<file path="src/rtl/transfer_sequencer.sv">
// Command sequencer for the DataTransfer datapath: one command becomes a timed set of
// SEL/LD/OE strobes and FR read/write controls. Every output comes straight from a flop.
module transfer_sequencer #(
    parameter int ADDR_W = 5,
    parameter int DATA_W = 8,
    parameter int BUS_W  = 5,
    parameter int CNT_W  = 16
) (
    input  logic              clk,
    input  logic              rst,
    input  logic              cmd_valid,
    output logic              cmd_ready,
    input  logic [2:0]        cmd_op,
    input  logic [ADDR_W-1:0] cmd_addr,
    input  logic [BUS_W-1:0]  bus_in,
    output logic [ADDR_W-1:0] data_a,
    output logic [ADDR_W-1:0] data_b,
    output logic              sel_a,
    output logic              sel_b,
    output logic              ld_a,
    output logic              ld_b,
    output logic              oea,
    output logic              oeb,
    output logic              fr_w,
    output logic [ADDR_W-1:0] fr_waddr,
    output logic [DATA_W-1:0] fr_wdata,
    output logic              done,
    output logic              err,
    output logic              busy,
    output logic [CNT_W-1:0]  xfer_count
);
    // state | meaning
    // IDLE  | waiting for a command, cmd_ready=1
    // SETUP | addresses / sel / output enables driven, WB* samples the bus
    // EXEC  | SETUP drives held, single-cycle load or FR write strobe
    // DONE  | everything released, done (legal) or err (illegal op) pulse
    typedef enum logic [1:0] {IDLE, SETUP, EXEC, DONE} state_t;

    localparam logic [2:0] OP_LDA   = 3'd0;
    localparam logic [2:0] OP_LDB   = 3'd1;
    localparam logic [2:0] OP_MOVAB = 3'd2;
    localparam logic [2:0] OP_MOVBA = 3'd3;
    localparam logic [2:0] OP_WBA   = 3'd4;
    localparam logic [2:0] OP_WBB   = 3'd5;

    state_t            state, state_nxt;
    logic [2:0]        op_q, op_nxt;
    logic [ADDR_W-1:0] addr_q, addr_nxt;
    logic [ADDR_W-1:0] data_a_nxt, data_b_nxt, fr_waddr_nxt;
    logic [DATA_W-1:0] fr_wdata_nxt;
    logic [CNT_W-1:0]  count_nxt;
    logic              sel_a_nxt, sel_b_nxt, ld_a_nxt, ld_b_nxt, oea_nxt, oeb_nxt;
    logic              fr_w_nxt, done_nxt, err_nxt, ready_nxt, strobe, legal;

    always_ff @(posedge clk) begin
        if (rst) begin
            state      <= IDLE;
            op_q       <= '0;
            addr_q     <= '0;
            cmd_ready  <= 1'b1;
            busy       <= 1'b0;
            data_a     <= '0;
            data_b     <= '0;
            sel_a      <= 1'b0;
            sel_b      <= 1'b0;
            ld_a       <= 1'b0;
            ld_b       <= 1'b0;
            oea        <= 1'b0;
            oeb        <= 1'b0;
            fr_w       <= 1'b0;
            fr_waddr   <= '0;
            fr_wdata   <= '0;
            done       <= 1'b0;
            err        <= 1'b0;
            xfer_count <= '0;
        end else begin
            state      <= state_nxt;
            op_q       <= op_nxt;
            addr_q     <= addr_nxt;
            cmd_ready  <= ready_nxt;
            busy       <= ~ready_nxt;
            data_a     <= data_a_nxt;
            data_b     <= data_b_nxt;
            sel_a      <= sel_a_nxt;
            sel_b      <= sel_b_nxt;
            ld_a       <= ld_a_nxt;
            ld_b       <= ld_b_nxt;
            oea        <= oea_nxt;
            oeb        <= oeb_nxt;
            fr_w       <= fr_w_nxt;
            fr_waddr   <= fr_waddr_nxt;
            fr_wdata   <= fr_wdata_nxt;
            done       <= done_nxt;
            err        <= err_nxt;
            xfer_count <= count_nxt;
        end
    end

    always_comb begin
        state_nxt    = state;
        op_nxt       = op_q;
        addr_nxt     = addr_q;
        fr_wdata_nxt = fr_wdata;
        case (state)
            IDLE: begin
                if (cmd_valid) begin
                    op_nxt    = cmd_op;
                    addr_nxt  = cmd_addr;
                    state_nxt = (cmd_op > OP_WBB) ? DONE : SETUP;
                end
            end
            SETUP: begin
                state_nxt = EXEC;
                if (op_q == OP_WBA || op_q == OP_WBB)
                    fr_wdata_nxt = DATA_W'(bus_in);
            end
            EXEC:    state_nxt = DONE;
            DONE:    state_nxt = IDLE;
            default: state_nxt = IDLE;
        endcase

        // Output flops are loaded from the upcoming state so they line up with it.
        ready_nxt    = (state_nxt == IDLE);
        legal        = (op_nxt <= OP_WBB);
        strobe       = (state_nxt == EXEC);
        data_a_nxt   = '0;
        data_b_nxt   = '0;
        fr_waddr_nxt = '0;
        sel_a_nxt    = 1'b0;
        sel_b_nxt    = 1'b0;
        ld_a_nxt     = 1'b0;
        ld_b_nxt     = 1'b0;
        oea_nxt      = 1'b0;
        oeb_nxt      = 1'b0;
        fr_w_nxt     = 1'b0;
        done_nxt     = 1'b0;
        err_nxt      = 1'b0;
        count_nxt    = xfer_count;

        if (state_nxt == SETUP || state_nxt == EXEC) begin
            case (op_nxt)
                OP_LDA: begin
                    data_a_nxt = addr_nxt;
                    sel_a_nxt  = 1'b1;
                    ld_a_nxt   = strobe;
                end
                OP_LDB: begin
                    data_b_nxt = addr_nxt;
                    sel_b_nxt  = 1'b1;
                    ld_b_nxt   = strobe;
                end
                OP_MOVAB: begin
                    oea_nxt  = 1'b1;
                    ld_b_nxt = strobe;
                end
                OP_MOVBA: begin
                    oeb_nxt  = 1'b1;
                    ld_a_nxt = strobe;
                end
                OP_WBA: begin
                    oea_nxt      = 1'b1;
                    fr_w_nxt     = strobe;
                    fr_waddr_nxt = strobe ? addr_nxt : '0;
                end
                OP_WBB: begin
                    oeb_nxt      = 1'b1;
                    fr_w_nxt     = strobe;
                    fr_waddr_nxt = strobe ? addr_nxt : '0;
                end
                default: ;
            endcase
        end

        if (state_nxt == DONE) begin
            done_nxt = legal;
            err_nxt  = ~legal;
            if (legal && xfer_count != '1)
                count_nxt = xfer_count + 1'b1;
        end
    end
endmodule

</file>
<file path="config.mk">
export PLATFORM = sky130hd
export DESIGN_NAME = transfer_sequencer
export DESIGN_NICKNAME = d
export VERILOG_FILES = /design/src/rtl/transfer_sequencer.sv
export SDC_FILE = /design/constraint.sdc
export NUM_CORES = 1
export LEC_CHECK = 0
export CORE_UTILIZATION = 45
export CTS_CLUSTER_SIZE = 8
export DETAILED_ROUTE_END_ITERATION = 12
export HOLD_SLACK_MARGIN = 0.15
export PLACE_DENSITY_LB_ADDON = 0.3
export SLEW_MARGIN = 5
export SYNTH_ARGS = -nofsm -noshare
export SYNTH_HDL_FRONTEND = slang
export SYNTH_SLANG_ARGS = --single-unit
</file>
<file path="constraint.sdc">
create_clock -name clk -period 4.25 [get_ports clk]
set_input_delay 0.6375 -clock clk [delete_from_list [all_inputs] [get_ports clk]]
set_output_delay 0.6375 -clock clk [all_outputs]
set_load 0.1 [all_outputs]
</file>
---- Yosys cells after proc, flatten, opt, wreduce, memory -nomap -nowiden ----
Cells that the tools add are included.
word-level totals
  bits in registers ....................... 57
  input bits .............................. 16
  output and inout bits ................... 50
  logic and storage cells ................. 78
cells by class
  add/sub/neg operators ................... 1
  order comparisons ....................... 2
  eq/ne operators ......................... 14
  mux-type cells .......................... 11
  bitwise gates (word level) .............. 10
  reductions and logical operators ........ 21
operator list
  cell                   count
  $add 16x1->16 const B  1
  $ne 16x16->1 const B   1
  $reduce_or 3->1        5
  $reduce_or 2->1        7
  $eq 3x3->1 const B     4
  $mux 5                 2
  $not 1->1              10
  $eq 2x2->1 const B     4
  $pmux 2 s4             1
  $eq 3x2->1 const B     2
  $mux 3                 2
  $eq 2x1->1 const B     2
  $logic_not 2->1        2
  $mux 1                 4
  $mux 2                 2
  $reduce_and 2->1       2
  $reduce_or 4->1        1
  $eq 3x1->1 const B     1
  $gt 3x3->1 const B     1
  $le 3x3->1 const B     1
  $logic_not 3->1        1
  $logic_or 1x1->1       2
  $logic_and 1x1->1      1

---- Logic depth before layout (Yosys ltp) ----
  word-level depth ........................ 8
  gate-level depth with buffers ........... 10
  depth with buffers taken out ............ 10

---- Least setup slack after synthesis ----
Ideal clock, no wire load.
  path kind ............................... reg2reg
  from .................................... reg xfer_count[0]
  to ...................................... reg xfer_count[7]
  arrival ................................. 2.407 ns
  required time ........................... 4.127 ns
  path slack .............................. 1.719 ns
  cell stages (with the launch flop) ...... 7
  path buffers ............................ 0
  cells stage by stage .................... dfxtp_1 ha_1 nand3_1 nor3_2 a21oi_2 nand4_1 mux2_1
between the ends
  cells in the longest elaborated chain, start to end .. 3
  elaborated cells on any way between the ends .. 4
ends and longest elaborated chain
  what                                                                   RTL line  text
  from (decl)                                                            30        output logic [CNT_W-1:0] xfer_count
  from (signal assigned)                                                 95        xfer_count <= count_nxt;
  parallel branches: the longest is 3 deep, another holds $add 16x1->16  --
Parallel ways; which one is timed is not known.
A chain may end at the register's enable or synchronous reset.

---- Worst setup path after layout ----
  from .................................... reg xfer_count[6]
  to ...................................... out xfer_count[6]
No word-level cell between the ends.

==> run summary <==
status -> finished clean
Worst-Margin Slew -> 1.01 ns
Top delay family on crit path -> buffers and inverters
num rows -> 25
reg2reg start -> state[0]$_SDFF_PP0_
Setup CP Type -> reg -> out
fill count -> 413
Seq cells post-synth -> 57
placed inst area -> 2890 um2
P per Cell Area -> 641 nW/um2
n_diodes -> 0
Post-Syn Area -> 2250 um2
share of cells above drive strength 1 -> 8.75%
core area -> 4750 um2
P_leak -> 1.18 nW
syn_area_per_cell -> 9.94 um2
# port buffers -> 62
crit path time final -> 2.65 ns
vias in the first global route -> 1604
Comb pwr share -> 39.6%
Worst Setup End Kind -> primary output
global-route track usage on met3 -> 4.28%
Boundary Pins -> 66
antenna violations before repair -> 0
startpoint type of the worst setup path -> flip-flop
CTS tree -> done
Post-CTS Resized -> 0
number of hold buffers added after CTS -> 0
most numerous cell in the Yosys netlist -> dfxtp_1
flop2flop setup slack -> 1.99 ns
worst path buffer plus inverter count -> 1
Min Hold Slack -> 0.502 ns
Pint -> 0.00115 W
top cells by area, synth -> dfxtp_1, nor2_1, mux2i_1
Sw Ratio -> 42.3%
initial DRC count -> 94
Clock Tree Buf Depth -> 2
clock root cell -> clkbuf_8
GR Util All Layers -> 18.7%
Area Growth Syn to Fin -> 38.5%
YS warnings -> 0
Crit Path Max Fanout -> 7
grt ovf -> 0
post-synth top area cell -> dfxtp_1
sw power -> 0.000844 W
Hold Path Stages -> 2
CTS sink cnt -> 57
Setup Buffers After CTS -> 0
worst setup path startpoint -> xfer_count[6]$_SDFFE_PP0P_
cells on worst reg2reg path -> 10
Max Cap Viol -> 0
largest net degree at the start of global routing -> 37
worst hold path class -> reg -> reg
fraction of post-synthesis cell area in the top cell type by area -> 50.8%
fin crit share -> 62.2%
Die Wd -> 72.6 um
RSZ-0062 raised after global routing -> false
die area -> 5280 um2
final setup TNS -> 0 ns
final WL -> 4540 um
Multi-input gate area -> 995 um2
post-DP HPWL -> 3140 um
Final nets -> 314
met2 usage in global routing -> 29.7%
vias per cell -> 4.87
Fin Clk Skew -> 0.0106 ns
ys flop type -> dfxtp_1
Arr. time, crit path -> 2.01 ns
final hold vios -> 0
final setup fails -> 0
max incr delay on CP -> 1.19 ns
post-route antenna net violation count -> 0
Max IR drop VDD -> 0.320 mV
worst r2r dst -> xfer_count[7]$_SDFFE_PP0P_
Endpoint, Worst Hold -> fr_wdata[2]$_SDFFE_PP0P_
Hold Startpoint -> fr_wdata[2]$_SDFFE_PP0P_
post-route cell area -> 3110 um2
CP Cell Sequence -> clkdlybuf4s50_1
clk slew on worst S/H paths -> 0.07 ns
Die Y-Extent -> 72.6 um
total area of sequential cells -> 1140 um2
Placer Congestion -> 0.820
Highest Clock Rate -> 378 MHz
TritonRoute pass-1 iters -> 4
Yosys cell types -> 41
first-pass GRT wire length -> 7290 um
Clock Power Share -> 28.8%
Max-slew headroom -> 32.1%
DR vias -> 1771
Slew Limit Fails -> 0
Post-synth EDFFs -> 0
Num CTS Buffers -> 9
Seq/Total Area, Yosys -> 50.8%
Initial Util -> 47.2%
CP max-delay cell -> clkdlybuf4s50_1
Most Crowded Layer GR -> met2
Flop pwr share -> 31.7%
drt wl/cell -> 12.5 um
synth cell count leaders -> dfxtp_1, nor2_1, mux2i_1, xnor2_1, inv_1
H-tree levels -> 3
latest clock arrival within the worst-skew pair -> 0.34 ns
GRT met1 Usage -> 22.4%
fraction of registers with async set or reset after synthesis -> 0%
DRC -> 0
Cells after Synth -> 226
Critical Path RT -> 3.61 ns
[worst max path at each step]
| stage | depth (start not counted) | slack, ns | to |
|---|---|---|---|
| finish | 1 | 1.60 | xfer_count[6] |
| global route | 10 | 1.54 | xfer_count[13]$_SDFFE_PP0P_ |
| CTS | 1 | 1.58 | xfer_count[6] |
| detailed placement | 10 | 1.37 | xfer_count[7]$_SDFFE_PP0P_ |
| global placement | 10 | 1.44 | xfer_count[7]$_SDFFE_PP0P_ |
| floorplan | 6 | 1.72 | xfer_count[7]$_SDFFE_PP0P_ |
[sequential cells by signal (all words and copies together) (netlist names)]
name / cells
xfer_count: 16
fr_waddr: 5
addr_q: 5
data_a: 5
state: 2
sel_a: 1
oeb: 1
err: 1
sel_b: 1
oea: 1
ld_a: 1
op_q: 3
fr_w: 1
data_b: 5
cmd_ready: 1
fr_wdata: 5
ld_b: 1
done: 1
busy: 1
[layer usage]
metal,up-vias,part of all wire [%]
met5,-,0
li1,886,-
met4,0,2.5
met2,50,47
met1,825,46
met3,10,4.8
[logic make-up after synthesis]
logic type               count (synthesis)  synth area share [%]
buffers and inverters                   20                  5.24
multiplexers                            15                  7.30
adder cells (fa/ha/maj)                  6                  3.34
AND/OR/NAND/NOR                        101                  22.6
AO/OA/AOI/OAI                           12                  5.07
flip-flops                              57                  50.8
other                                    1                 0.167
XOR/XNOR                                14                  5.46
[power by group through the flow]
stage	Combinational, W	Clock [W]	Sequential, W
5_1_grt	0.000838	0.000602	0.000638
2_1_floorplan	0.000297	0	0.000986
4_1_cts	0.000795	0.000584	0.000632
6_report	0.000789	0.000574	0.000631
3_3_place_gp	0.000783	0	0.000642
3_5_place_dp	0.000792	0	0.000644
[placed cells by master, fill, tap and decap left out, drive strengths merged, types with 2 or more instances in the layout]
master / n
nor2b: 3
mux2i: 14
clkdlybuf4s50: 62
nand2: 7
nand4b: 2
and3b: 2
ha: 6
and2: 3
clkinvlp: 2
and4: 2
o211ai: 2
nand3: 9
conb: 3
xnor2: 13
and3: 2
clkbuf: 9
a21oi: 3
nand4: 6
nor4: 4
nor3: 4
o21ai: 2
bufinv: 2
inv: 12
a211oi: 4
nor2: 51
nor4b: 2
dfxtp: 57
[final cells by class]
class	instances	area share, %
Multi-Input combinational cell	151	32.0
Tap cell	67	2.70
Timing Repair Buffer	63	20.2
Inverter	10	1.21
Clock buffer	9	3.98
Sequential cell	57	36.7
Clock inverter	7	3.26
[per-stage QoR]
step           instances  power (W)  util [%]  setup WS, ns
3_3_place_gp         348    0.00143      60.7          1.44
2_1_floorplan        228    0.00128         -          1.72
6_report             364    0.00199      65.4          1.60
5_1_grt              364    0.00208      65.4          1.54
4_1_cts              364    0.00201      65.4          1.58
3_5_place_dp         348    0.00144      60.7          1.37
Power figures use the tool's default switching activity.
